**config.mk**
```make
export PLATFORM = sky130hd
export DESIGN_NAME = rf_writeback
export DESIGN_NICKNAME = d
export VERILOG_FILES = /design/src/rtl/rf_pkg.sv /design/src/rtl/wb_fifo.sv /design/src/rtl/rf_writeback.sv
export SDC_FILE = /design/constraint.sdc
export NUM_CORES = 1
export LEC_CHECK = 0
export CORE_MARGIN = 5
export CORE_UTILIZATION = 45
export CTS_BUF_LIST = sky130_fd_sc_hd__clkbuf_4 sky130_fd_sc_hd__clkbuf_8
export CTS_CLUSTER_SIZE = 25
export DETAILED_ROUTE_END_ITERATION = 16
export PLACE_DENSITY_LB_ADDON = 0.3
export SYNTH_ARGS = -nofsm -noshare
export SYNTH_HDL_FRONTEND = slang
export SYNTH_SLANG_ARGS = --single-unit
```
**constraint.sdc**
```tcl
create_clock -name clk -period 8.65 [get_ports clk]
set_input_delay 1.73 -clock clk [delete_from_list [all_inputs] [get_ports clk]]
set_output_delay 1.73 -clock clk [all_outputs]
set_load 0.05 [all_outputs]
```
**src/rtl/rf_pkg.sv**
```systemverilog
// Shared types for the register-file write path.
//   XLEN    : data width of one register
//   REG_AW  : register address width (32 architectural registers)
//   NREGS   : number of architectural registers
//   wb_entry_t : one buffered write (valid, destination, data)
package rf_pkg;
  localparam int XLEN   = 32;
  localparam int REG_AW = 5;
  localparam int NREGS  = 1 << REG_AW;

  typedef struct packed {
    logic              valid;
    logic [REG_AW-1:0] rd;
    logic [XLEN-1:0]   data;
  } wb_entry_t;
endpackage

```
**src/rtl/wb_fifo.sv**
```systemverilog
// In-order load-result buffer for the write-back stage.
// Ports:
//   clk, rst_n          clock, async active-low reset (empties the buffer)
//   push, push_entry    enqueue one entry (caller guarantees !full)
//   pop                 dequeue the head (caller guarantees !empty)
//   kill_en, kill_rd    clear valid on every stored entry whose rd matches
//   head                entry at the read pointer
//   empty, full         occupancy flags (pointers carry an extra wrap bit)
//   live, live_rd       per-slot "occupied and still valid" plus its rd,
//                       used to build the pending-write mask
module wb_fifo
  import rf_pkg::*;
#(
  parameter int DEPTH = 4
) (
  input  logic                          clk,
  input  logic                          rst_n,
  input  logic                          push,
  input  wb_entry_t                     push_entry,
  input  logic                          pop,
  input  logic                          kill_en,
  input  logic [REG_AW-1:0]             kill_rd,
  output wb_entry_t                     head,
  output logic                          empty,
  output logic                          full,
  output logic [DEPTH-1:0]              live,
  output logic [DEPTH-1:0][REG_AW-1:0]  live_rd
);
  localparam int AW = $clog2(DEPTH);

  wb_entry_t       mem [DEPTH];
  logic [AW:0]     wptr, rptr;
  logic [AW:0]     count;

  always_ff @(posedge clk or negedge rst_n) begin
    if (!rst_n) begin
      wptr <= '0;
      rptr <= '0;
      for (int i = 0; i < DEPTH; i++) mem[i] <= '0;
    end else begin
      // Kill stale slots too; they are rewritten before being read again.
      for (int i = 0; i < DEPTH; i++)
        if (kill_en && mem[i].rd == kill_rd) mem[i].valid <= 1'b0;
      // The incoming entry already carries its own kill decision, so a
      // push into a matching slot must override the clear above.
      if (push) begin
        mem[wptr[AW-1:0]] <= push_entry;
        wptr              <= wptr + 1'b1;
      end
      if (pop) rptr <= rptr + 1'b1;
    end
  end

  assign count = wptr - rptr;
  assign head  = mem[rptr[AW-1:0]];
  assign empty = (wptr == rptr);
  assign full  = (wptr[AW] != rptr[AW]) && (wptr[AW-1:0] == rptr[AW-1:0]);

  always_comb begin
    live    = '0;
    live_rd = '0;
    for (int i = 0; i < DEPTH; i++) begin
      // Slot i is occupied when its distance from the read pointer is
      // below the current count.
      automatic logic [AW-1:0] off = AW'(i) - rptr[AW-1:0];
      live[i]    = ({1'b0, off} < count) && mem[i].valid;
      live_rd[i] = mem[i].rd;
    end
  end
endmodule

```
**src/rtl/rf_writeback.sv**
```systemverilog
// Register-file write-port driver. Merges single-cycle ALU results with
// load results (buffered in wb_fifo when they collide) and issues at most
// one registered RF write per cycle. Also exports a pending-write mask.
// Ports:
//   clk, rst_n                         clock, async active-low reset
//   alu_valid, alu_rd, alu_data        ALU result, no backpressure
//   ld_valid, ld_ready, ld_rd, ld_data load result handshake
//   rf_we, rf_wr, rf_wd                registered RF write port
//   pending_mask                       bit i set while a write to xi is
//                                      queued or being driven (bit 0 = 0)
// Optional (macro RF_WB_FWD_EN): fwd_rR1/2 in, fwd_hit1/2 and
//   fwd_data1/2 out, bypassing the value currently driven to the RF.
module rf_writeback
  import rf_pkg::*;
#(
  parameter int DEPTH = 4
) (
  input  logic              clk,
  input  logic              rst_n,
  input  logic              alu_valid,
  input  logic [REG_AW-1:0] alu_rd,
  input  logic [XLEN-1:0]   alu_data,
  input  logic              ld_valid,
  output logic              ld_ready,
  input  logic [REG_AW-1:0] ld_rd,
  input  logic [XLEN-1:0]   ld_data,
  output logic              rf_we,
  output logic [REG_AW-1:0] rf_wr,
  output logic [XLEN-1:0]   rf_wd,
  output logic [NREGS-1:0]  pending_mask
`ifdef RF_WB_FWD_EN
  ,
  input  logic [REG_AW-1:0] fwd_rR1,
  input  logic [REG_AW-1:0] fwd_rR2,
  output logic              fwd_hit1,
  output logic              fwd_hit2,
  output logic [XLEN-1:0]   fwd_data1,
  output logic [XLEN-1:0]   fwd_data2
`endif
);
  wb_entry_t                   push_entry, head;
  logic                        push, pop, empty, full;
  logic [DEPTH-1:0]            live;
  logic [DEPTH-1:0][REG_AW-1:0] live_rd;
  logic                        alu_w, ld_live;
  logic                        nxt_we;
  logic [REG_AW-1:0]           nxt_wr;
  logic [XLEN-1:0]             nxt_wd;

  wb_fifo #(.DEPTH(DEPTH)) u_fifo (
    .clk        (clk),
    .rst_n      (rst_n),
    .push       (push),
    .push_entry (push_entry),
    .pop        (pop),
    .kill_en    (alu_w),
    .kill_rd    (alu_rd),
    .head       (head),
    .empty      (empty),
    .full       (full),
    .live       (live),
    .live_rd    (live_rd)
  );

  // Full is sampled before this cycle's pop: the freed slot is not refilled
  // in the same cycle.
  assign ld_ready = !full;
  assign alu_w    = alu_valid && (alu_rd != '0);
  // x0 loads are accepted but never enter the buffer.
  assign ld_live  = ld_valid && ld_ready && (ld_rd != '0);

  always_comb begin
    nxt_we     = 1'b0;
    nxt_wr     = rf_wr;
    nxt_wd     = rf_wd;
    pop        = 1'b0;
    push       = 1'b0;
    // The ALU result is always the younger instruction, so a same-rd load
    // arriving alongside it is buffered already dead.
    push_entry = '{valid: !(alu_w && ld_rd == alu_rd), rd: ld_rd, data: ld_data};
    if (alu_w) begin
      nxt_we = 1'b1;
      nxt_wr = alu_rd;
      nxt_wd = alu_data;
      push   = ld_live;
    end else if (!empty) begin
      // A killed head still pops, it just doesn't write.
      pop    = 1'b1;
      nxt_we = head.valid;
      if (head.valid) begin
        nxt_wr = head.rd;
        nxt_wd = head.data;
      end
      push   = ld_live;
    end else if (ld_live) begin
      nxt_we = 1'b1;
      nxt_wr = ld_rd;
      nxt_wd = ld_data;
    end
  end

  always_ff @(posedge clk or negedge rst_n) begin
    if (!rst_n) begin
      rf_we <= 1'b0;
      rf_wr <= '0;
      rf_wd <= '0;
    end else begin
      rf_we <= nxt_we;
      rf_wr <= nxt_wr;
      rf_wd <= nxt_wd;
    end
  end

  always_comb begin
    pending_mask = '0;
    for (int i = 0; i < DEPTH; i++)
      if (live[i]) pending_mask[live_rd[i]] = 1'b1;
    if (rf_we) pending_mask[rf_wr] = 1'b1;
    pending_mask[0] = 1'b0;
  end

`ifdef RF_WB_FWD_EN
  assign fwd_hit1  = rf_we && (rf_wr == fwd_rR1) && (fwd_rR1 != '0);
  assign fwd_hit2  = rf_we && (rf_wr == fwd_rR2) && (fwd_rR2 != '0);
  assign fwd_data1 = rf_wd;
  assign fwd_data2 = rf_wd;
`endif
endmodule
```
==> results of run 1 <==
==> worst paths after layout <==
check                                        endpoint  slack (ns)  cells past startpoint
max                                  pending_mask[17]        1.62                      9
min                                         flip-flop        0.49                      1
max reg2reg                                 flip-flop        4.36                      7
min reg2reg                                 flip-flop        0.49                      1
max in group asynchronous  u_fifo.rptr[1]$_DFFE_PN0P_        5.65                      2
min in group asynchronous                   async pin        1.42                      1
==> area by class of cell <==
class	instances	area [µm²]
timing repair buffer	167	1630
clock inverter	10	143
clock buffer	22	297
inverter	13	48.8
multi-input combinational	709	6350
fill	2243	12000
tap	335	419
sequential	196	4910
==> placed cells by master (no fill, tap or decap), types with 29 or more instances in the layout <==
cell type,count
sky130_fd_sc_hd__mux4_2,38
sky130_fd_sc_hd__clkdlybuf4s50_1,146
sky130_fd_sc_hd__o21ai_0,36
sky130_fd_sc_hd__mux2_1,89
sky130_fd_sc_hd__nand3_1,99
sky130_fd_sc_hd__mux2_4,68
sky130_fd_sc_hd__dfrtp_1,194
sky130_fd_sc_hd__a31oi_1,47
sky130_fd_sc_hd__nor2_1,33
sky130_fd_sc_hd__nand4_1,46
sky130_fd_sc_hd__mux2_2,29
sky130_fd_sc_hd__a211oi_1,37
==> stage by stage <==
step / setup WS, ns / util / instance area, µm² / hold WS, ns / std cells
2_1_floorplan: 3.52 / - / 11700 / 0.452 / 1020
3_3_place_gp: 2.31 / 0.517 / 13400 / 0.462 / 1420
3_5_place_dp: 2.25 / 0.517 / 13400 / 0.470 / 1420
4_1_cts: 1.73 / 0.534 / 13800 / 0.494 / 1452
5_1_grt: 1.38 / 0.534 / 13800 / 0.503 / 1452
6_report: 1.62 / 0.534 / 13800 / 0.489 / 1452
==> logic make-up after synthesis <==
group / after synthesis
simple gates: 262
mux: 229
flops: 196
compound gates: 172
buf+inv: 115
xor+xnor: 32
fa+ha+maj: 13
other cells: 1
==> worst register-to-register path: stages, from the launching register on <==
cell and delay [ns]:
sky130_fd_sc_hd__dfrtp_2 1.14, sky130_fd_sc_hd__inv_1 0.30, sky130_fd_sc_hd__ha_1 0.39, sky130_fd_sc_hd__and2_2 0.19
sky130_fd_sc_hd__buf_4 0.33, sky130_fd_sc_hd__a211oi_4 0.86, sky130_fd_sc_hd__buf_4 0.58, sky130_fd_sc_hd__mux2_2 0.40
==> metal layers <==
layer  GRT usage  up-vias  share of wire
met2       0.358      506           0.46
met5           0        -        0.00038
met4      0.0878        2          0.035
met1       0.323     4618           0.43
li1            -     4017              -
met3      0.0382       96          0.077
==> impl_summary.log, run 1 <==
INFO  metric outcome = finished, final reports clean
INFO  metric seq_area_frac_synth = 0.418
INFO  metric post-route-min-period = between 7 and 8 ns
INFO  metric compound_cell_area_share_of_the_yosys_netlist = 0.0949
INFO  metric crit-reg2reg-launch = u_fifo.rptr[1]$_DFFE_PN0P_
INFO  metric post_synth_xor_area_fraction = 0.0252
INFO  metric critical_path_peak_fanout = 41
INFO  metric synth-seq-cells = 196
INFO  metric final-hold-violation-count = 0
INFO  metric postSynth.topFlopCell = sky130_fd_sc_hd__dfrtp_1
INFO  metric track_usage = 0.229
INFO  metric cp_launch_type = flip-flop
INFO  metric final.setup.tns = 0 ns
INFO  metric tritoncts = yes
INFO  metric detail_routed_via_count_per_cell = 6.36
INFO  metric post_route_cells_drive_above_1_share = 0.182
INFO  metric final-setup-viol-count = 0
INFO  metric ctsHoldBuffers = 0
INFO  metric netlist.top_cell.by_area = sky130_fd_sc_hd__dfrtp_1
INFO  metric most_frequent_cell_after_synthesis = sky130_fd_sc_hd__dfrtp_1
INFO  metric route.final.wire_length = about 34000 µm
INFO  metric maximum_capacitance_violations = 0
INFO  metric antenna_found_initial = 1
INFO  metric worst-slew-pin-transition = around 1.3 ns
INFO  metric netlist-cell-type-count = between 50 and 60
INFO  metric synth_largest_type_area_fraction = 0.418
INFO  metric ys_top_cells_by_area = sky130_fd_sc_hd__dfrtp_1 42%, sky130_fd_sc_hd__mux2_4 8.7%, sky130_fd_sc_hd__mux2_1 8.5%, sky130_fd_sc_hd__mux4_2 7.3%, sky130_fd_sc_hd__nand3_1 4.2%
INFO  metric number_of_flops_mapped_to_enable_cells_by_yosys = 0
INFO  metric number_of_optimization_iterations_in_the_first_detailed_route_pass = 7
INFO  metric clock_insertion_delay_worst_skew = 0.46 ns
INFO  metric synth_cells = about 1000
INFO  metric cpLargestDelayFamily = compound AO/OA/AOI/OAI gates
INFO  metric critical_path_arrival = about 5.3 ns
INFO  metric portBuffers = ~150
INFO  metric yosysWarningCount = 0
INFO  metric top_level_ports = 149
INFO  metric period_share = 0.813
INFO  metric maxSlewViolCount = 0
INFO  metric grt_pass1_wl = around 53000 µm
INFO  metric synth.mux.area_fraction = 0.277
INFO  metric synth-adder-area-share = 0.0145
INFO  metric row_count = just under 60
INFO  metric maximum_clock_frequency = around 140 MHz
INFO  metric min_path_type = flip-flop to flip-flop
INFO  metric crit_chain = inv_1 > fa_1 > inv_1 > ha_1 > o21bai_1 > a211oi_1 > a21oi_1 > nand4_1 > clkdlybuf4s50_1
INFO  metric ys_top_cells_by_count = 196 x sky130_fd_sc_hd__dfrtp_1, 99 x sky130_fd_sc_hd__nand3_1, 89 x sky130_fd_sc_hd__mux2_1
INFO  metric routability_congestion = about 0.94
INFO  metric floorplan.die.width = 171 µm
INFO  metric clk_path_buf_depth = 2
INFO  metric crit_top_cell = sky130_fd_sc_hd__inv_1
INFO  metric synth_async_sr_flop_share = 1.00
INFO  metric worst_path_largest_cell_delay = 1.14 ns
INFO  metric unrepaired_setup_endpoints_after_global_routing = no
INFO  metric tritoncts.num_buffers = 17
INFO  metric vias = 9239
INFO  metric post_synth.cell_area_avg = 11.5 µm²
INFO  metric route.detailed.drc = 0
INFO  metric fp.dieArea = ~29000 µm²
INFO  metric synthSimpleGateAreaFrac = 0.122
INFO  metric clkSlewWorstSetupHoldPaths = 0.09 ns
INFO  metric path_class = flip-flop to output pin
INFO  metric routedWlPerCell = approximately 23 µm
INFO  metric endpoint_kind = output pin
INFO  metric grt_max_degree = ~130
INFO  metric post_cts.repair.setup_buffers = 0
INFO  metric synth_top_family_by_area = multiplexers
INFO  metric fin_skew = approximately 0.013 ns
INFO  metric timing.critical_path.required = approximately 6.9 ns
INFO  metric die_h = ~170 µm
INFO  metric netlist_area = roughly 12000 µm²
INFO  metric postSynthNetCount = around 1100
INFO  metric place_hpwl = 22300 µm
INFO  metric cts-root-buf = sky130_fd_sc_hd__clkbuf_8
INFO  metric overflow = 0
INFO  metric critical_path_launch_point = u_fifo.rptr[1]$_DFFE_PN0P_
INFO  metric drtAntennaViolNets = 0
INFO  metric initial_utilization = 0.454
INFO  metric htree_levels = 4
INFO  metric flow.area_growth_from_synthesis = 17.5%
INFO  metric antenna_cells_inserted = 0
INFO  metric vias_in_the_first_global_route = a little over 9000
INFO  metric num-nets-final = 1195
INFO  metric design.core.area = about 26000 µm²
INFO  metric drtIter0Drc = between 1000 and 1500
INFO  metric critical_path.n_buffers_inverters = 3
INFO  metric cp_slowest_cell = sky130_fd_sc_hd__dfrtp_2
INFO  metric clock_sinks = roughly 200
INFO  metric post_cts.resized_instances = 0
INFO  metric slew_headroom = 0.128
Power of run 1 is not shown: default switching activity piles up to over one toggle a cycle in this logic, so the estimate is an artifact.
==> run 2: changes to the inputs <==
Clock period 8.65 ns to 6.6 ns, I/O delays scaled along.
==> impl_summary.log, run 2 (synthesis results as in run 1) <==
INFO  metric outcome = finished, final reports clean
INFO  metric cts-root-buf = sky130_fd_sc_hd__clkbuf_8
INFO  metric crit_chain = inv_1 > ha_1 > inv_1 > fa_1 > inv_1 > ha_1 > o21bai_1 > a21oi_1 > a21oi_1 > nand4_1 > clkdlybuf4s50_1
INFO  metric top_level_ports = 149 (unchanged)
INFO  metric number_of_optimization_iterations_in_the_first_detailed_route_pass = 6 (-1)
INFO  metric min_path_type = flip-flop to flip-flop
INFO  metric place_hpwl = 22500 µm (+0.64%)
INFO  metric tritoncts = yes
INFO  metric clk_path_buf_depth = 2 (unchanged)
INFO  metric grt_max_degree = 98 (-22%)
INFO  metric clock_insertion_delay_worst_skew = 0.47 ns (about the same)
INFO  metric post_place_cell_area = 13400 µm² (+0.19%)
INFO  metric vias = 9180 (-0.64%)
INFO  metric track_usage = 0.229 (about the same)
INFO  metric critical_path_arrival = 4.02 ns (-1.28 ns)
INFO  metric timing.critical_path.required = 5.28 ns (-1.64 ns)
INFO  metric maxSlewViolCount = 0 (unchanged)
INFO  metric fp.dieArea = 29400 µm² (unchanged)
INFO  metric maximum_capacitance_violations = 0 (unchanged)
INFO  metric flow.area_growth_from_synthesis = 17.9%
INFO  metric fin_skew = 0.0155 ns (+0.00250 ns)
INFO  metric post-route-cell-area = 13800 µm² (+0.30%)
INFO  metric endpoint_kind = output pin
INFO  metric detail_routed_via_count_per_cell = 6.31 (-0.84%)
INFO  metric slew_headroom = 0.151 (+0.0237)
INFO  metric initial_utilization = 0.454 (unchanged)
INFO  metric ctsHoldBuffers = 0 (unchanged)
INFO  metric post_route_cells_drive_above_1_share = 0.185 (+0.00308)
INFO  metric post_cts.resized_instances = 0 (unchanged)
INFO  metric worst-slew-pin-transition = 1.27 ns (-0.0304 ns)
INFO  metric cp_launch_type = flip-flop
INFO  metric row_count = 59 (unchanged)
INFO  metric portBuffers = 147 (unchanged)
INFO  metric vias_in_the_first_global_route = 9460 (+1.3%)
INFO  metric final.fill_count = 2230 (-0.58%)
INFO  metric period_share = 0.809
INFO  metric final-setup-viol-count = 0 (unchanged)
INFO  metric most-common-layout-cells = 194 x sky130_fd_sc_hd__dfrtp_1, 146 x sky130_fd_sc_hd__clkdlybuf4s50_1, 99 x sky130_fd_sc_hd__nand3_1, 89 x sky130_fd_sc_hd__mux2_1, 68 x sky130_fd_sc_hd__mux2_4
INFO  metric worst_path_largest_cell_delay = 0.81 ns (-0.33 ns)
INFO  metric critical_path_peak_fanout = 7 (-83%)
INFO  metric layout.cells.most_common = sky130_fd_sc_hd__dfrtp_1
INFO  metric floorplan.die.width = 171 µm (unchanged)
INFO  metric cp_slowest_cell = sky130_fd_sc_hd__clkdlybuf4s50_1
INFO  metric maximum_clock_frequency = 187 MHz
INFO  metric route.final.wire_length = 33800 µm (-0.28%)
INFO  metric design.core.area = 25800 µm² (unchanged)
INFO  metric post_cts.repair.setup_buffers = 0 (unchanged)
INFO  metric drtIter0Drc = 958 (-26%)
INFO  metric route.detailed.drc = 0 (unchanged)
INFO  metric die_h = 171 µm (unchanged)
INFO  metric antenna_cells_inserted = 0 (unchanged)
INFO  metric tritoncts.num_buffers = 17 (unchanged)
INFO  metric routability_congestion = 0.925 (-1.4%)
INFO  metric final.setup.tns = 0 ns (unchanged)
INFO  metric antenna_found_initial = 0 (-1)
INFO  metric routedWlPerCell = 23.2 µm (-0.49%)
INFO  metric final_critical_path_setup_slack = 1.26 ns (-0.357 ns)
INFO  metric post-route-min-period = between 5 and 6 ns
INFO  metric num-nets-final = 1198 (+0.25%)
INFO  metric clock_sinks = 196 (unchanged)
INFO  metric final-hold-violation-count = 0 (unchanged)
INFO  metric htree_levels = 4 (unchanged)
INFO  metric path_class = flip-flop to output pin
INFO  metric clkSlewWorstSetupHoldPaths = 0.09 ns (about the same)
INFO  metric overflow = 0 (unchanged)
INFO  metric unrepaired_setup_endpoints_after_global_routing = no
INFO  metric preCtsSetupSlack = 1.79 ns (-0.459 ns)
INFO  metric crit_top_cell = sky130_fd_sc_hd__inv_1
INFO  metric grt_pass1_wl = 53200 µm (-0.12%)
INFO  metric drtAntennaViolNets = 0 (unchanged)
run 2: cell count changes in the layout (fill, tap and decap cells not counted), sizes merged:
cell    before  now
buf         20   23
clkinv       5    7
inv         14   12
bufinv       3    4
clkbuf      23   22
run 2: path summary, 6_finish.rpt:
kind,from,cells after the start,to,slack [ns]
min in group asynchronous,rst_n,1,rf_wd[10]$_DFFE_PN0P_,0.89
worst max-delay path,u_fifo.wptr[0]$_DFFE_PN0P_,11,pending_mask[22],1.26
worst min-delay path,flip-flop,1,flip-flop,0.49
worst min register to register,flip-flop,1,flip-flop,0.49
worst max register to register,u_fifo.rptr[0]$_DFFE_PN0P_,8,flip-flop,2.58
max in group asynchronous,rst_n,2,async pin,4.51
run 2: worst max-delay path: cells and delay by family, from the launching register on:
family                   cells  cell delay (ns)
adder cells (fa/ha/maj)      3             0.98
AO/OA/AOI/OAI                3             0.91
flip-flops                   1             0.43
buffers and inverters        4             1.10
AND/OR/NAND/NOR              1             0.14
run 2: cell type report:
class / instances / area [µm²] / area share
clock buffer: 21 / 283 / 0.0204
clock inverter: 11 / 173 / 0.0125
inverter: 13 / 48.8 / 0.00353
multi-input combinational: 709 / 6350 / 0.459
sequential: 196 / 4910 / 0.355
tap: 335 / 419 / 0.0303
timing repair buffer: 170 / 1650 / 0.119
run 2: metal layers:
| metal | global-route usage | wire length (µm) |
|---|---|---|
| met1 | 0.314 | 14900 |
| met2 | 0.364 | 15800 |
| met3 | 0.0414 | 2040 |
| met4 | 0.0875 | 1040 |
| met5 | 0 | 0 |
run 2: metrics by stage:
stage / std cells / hold slack [ns] / utilization
after floorplan: 1020 / 0.452 / -
after global placement: 1423 / 0.461 / 0.518
after detailed placement: 1423 / 0.469 / 0.518
after CTS: 1455 / 0.491 / 0.535
after global routing: 1455 / 0.503 / 0.535
final: 1455 / 0.491 / 0.535
Power of run 2 is left out for the same reason.
==> run 3: changes to the inputs <==
Clock period 6.6 ns to 4.3 ns, I/O delays scaled along.
==> impl_summary.log, run 3 (synthesis results as in run 1) <==
INFO  metric outcome = finished, final reports clean
INFO  metric route.detailed.drc = 0 (unchanged)
INFO  metric most-common-layout-cells = 194 x sky130_fd_sc_hd__dfrtp_1, 114 x sky130_fd_sc_hd__clkdlybuf4s50_1, 99 x sky130_fd_sc_hd__nand3_1, 89 x sky130_fd_sc_hd__mux2_1, 68 x sky130_fd_sc_hd__mux2_4
INFO  metric clock_sinks = 196 (unchanged)
INFO  metric drtIter0Drc = 1126 (+18%)
INFO  metric maxSlewViolCount = 0 (unchanged)
INFO  metric overflow = 0 (unchanged)
INFO  metric clk_path_buf_depth = 2 (unchanged)
INFO  metric endpoint_kind = output pin
INFO  metric tritoncts.num_buffers = 17 (unchanged)
INFO  metric vias = 9271 (+0.99%)
INFO  metric number_of_optimization_iterations_in_the_first_detailed_route_pass = 8 (+2)
INFO  metric grt_max_degree = 111 (+13%)
INFO  metric fin_skew = 0.0205 ns (+0.00501 ns)
INFO  metric routedWlPerCell = 23.5 µm (+1.3%)
INFO  metric placed_cells_incl_taps = 1437 (+0.98%)
INFO  metric critical_path_peak_fanout = 31 (+24)
INFO  metric layout.cells.most_common = sky130_fd_sc_hd__dfrtp_1
INFO  metric maximum_clock_frequency = 239 MHz
INFO  metric place_hpwl = 22900 µm (+1.9%)
INFO  metric timing.critical_path.required = 3.44 ns (-1.84 ns)
INFO  metric top_level_ports = 149 (unchanged)
INFO  metric routability_congestion = 0.974 (+5.3%)
INFO  metric vias_in_the_first_global_route = 9373 (-0.92%)
INFO  metric layoutNonFillerInstCount = 1473 (+1.2%)
INFO  metric clkSlewWorstSetupHoldPaths = 0.11 ns (+0.02 ns)
INFO  metric detail_routed_via_count_per_cell = 6.29 (-0.24%)
INFO  metric maximum_capacitance_violations = 0 (unchanged)
INFO  metric final-setup-viol-count = 0 (unchanged)
INFO  metric cts-root-buf = sky130_fd_sc_hd__clkbuf_8
INFO  metric num-nets-final = 1216 (+1.5%)
INFO  metric period_share = 0.973
INFO  metric htree_levels = 4 (unchanged)
INFO  metric initial_utilization = 0.454 (unchanged)
INFO  metric cp_launch_type = flip-flop
INFO  metric flow.area_growth_from_synthesis = 22.4%
INFO  metric final.setup.tns = 0 ns (unchanged)
INFO  metric antenna_found_initial = 0 (unchanged)
INFO  metric die_h = 171 µm (unchanged)
INFO  metric post-route-min-period = about 4.2 ns
INFO  metric track_usage = 0.234 (+0.00536)
INFO  metric portBuffers = 147 (unchanged)
INFO  metric critical_path_arrival = 3.32 ns (-0.70 ns)
INFO  metric min_path_type = primary input to async pin
INFO  metric path_class = flip-flop to output pin
INFO  metric worst-slew-pin-transition = 1.18 ns (-0.0941 ns)
INFO  metric antenna_cells_inserted = 0 (unchanged)
INFO  metric route.final.wire_length = 34600 µm (+2.5%)
INFO  metric final-hold-violation-count = 0 (unchanged)
INFO  metric drtAntennaViolNets = 0 (unchanged)
INFO  metric row_count = 59 (unchanged)
INFO  metric post_route_cells_drive_above_1_share = 0.232 (+0.0472)
INFO  metric slew_headroom = 0.214 (+0.0628)
INFO  metric floorplan.die.width = 171 µm (unchanged)
INFO  metric fp.dieArea = 29400 µm² (unchanged)
INFO  metric ff2ff_path_depth = 8 (unchanged)
INFO  metric tritoncts = yes
INFO  metric design.core.area = 25800 µm² (unchanged)
INFO  metric clock_insertion_delay_worst_skew = 0.47 ns (about the same)
INFO  metric grt_pass1_wl = 54200 µm (+1.9%)
run 3: cell count changes in the layout (fill, tap and decap cells not counted), sizes merged:
cell	change
clkbuf	-4
bufinv	-1
buf	+50
clkinvlp	+1
inv	+6
clkdlybuf4s50	-32
clkinv	-2
run 3: timing repair:
action,CTS,global route
setup buffers,0,4
setup endpoints to repair,9,31
hold buffers,0,0
resized for setup,2,11
pin swaps,0,2
run 3: area by class of cell:
cell class                 count  area [µm²]
tap                          335         419
clock inverter                15         190
multi-input combinational    709        6410
fill                        2187       11500
timing repair buffer         188        2150
inverter                      13        48.8
clock buffer                  17         234
sequential                   196        4910
run 3: through the flow:
stage / hold WS [ns] / setup WS (ns) / utilization / area [µm²]
6_report: 0.490 / 0.115 / 0.556 / 14400
5_1_grt: 0.507 / -0.00927 / 0.556 / 14400
4_1_cts: 0.495 / -0.0489 / 0.552 / 14300
3_5_place_dp: 0.470 / 0.0932 / 0.536 / 13800
3_3_place_gp: 0.462 / 0.207 / 0.536 / 13800
2_1_floorplan: 0.452 / 0.0435 / - / 11700
run 3: worst paths after layout:
| check | from | endpoint | slack [ns] |
|---|---|---|---|
| hold reg to reg | flip-flop | flip-flop | 0.49 |
| max in group asynchronous | rst_n | async pin | 2.80 |
| setup / recovery | u_fifo.wptr[0]$_DFFE_PN0P_ | pending_mask[12] | 0.12 |
| setup reg to reg | u_fifo.rptr[0]$_DFFE_PN0P_ | flip-flop | 1.01 |
| hold / removal | rst_n | async pin | 0.49 |
| min in group clk | flip-flop | flip-flop | 0.49 |
run 3: critical path, stage by stage, from the launching register on:
cell and delay [ns]:
sky130_fd_sc_hd__dfrtp_1 0.44, sky130_fd_sc_hd__inv_2 0.12, sky130_fd_sc_hd__ha_4 0.16, sky130_fd_sc_hd__inv_1 0.05, sky130_fd_sc_hd__fa_1 0.47, sky130_fd_sc_hd__inv_1 0.10
sky130_fd_sc_hd__ha_1 0.32, sky130_fd_sc_hd__nor2b_1 0.13, sky130_fd_sc_hd__o21ai_1 0.11, sky130_fd_sc_hd__buf_4 0.35, sky130_fd_sc_hd__a31oi_1 0.14, sky130_fd_sc_hd__o2111ai_1 0.26
sky130_fd_sc_hd__buf_12 0.20
run 3: per-layer routing:
metal / track usage / share of wire / up-vias
met1: 0.330 / 0.44 / 4668
met5: 0 / 0 / -
met4: 0.0782 / 0.028 / 0
met2: 0.374 / 0.47 / 463
li1: - / - / 4063
met3: 0.0349 / 0.064 / 77
Power of run 3 is left out for the same reason.
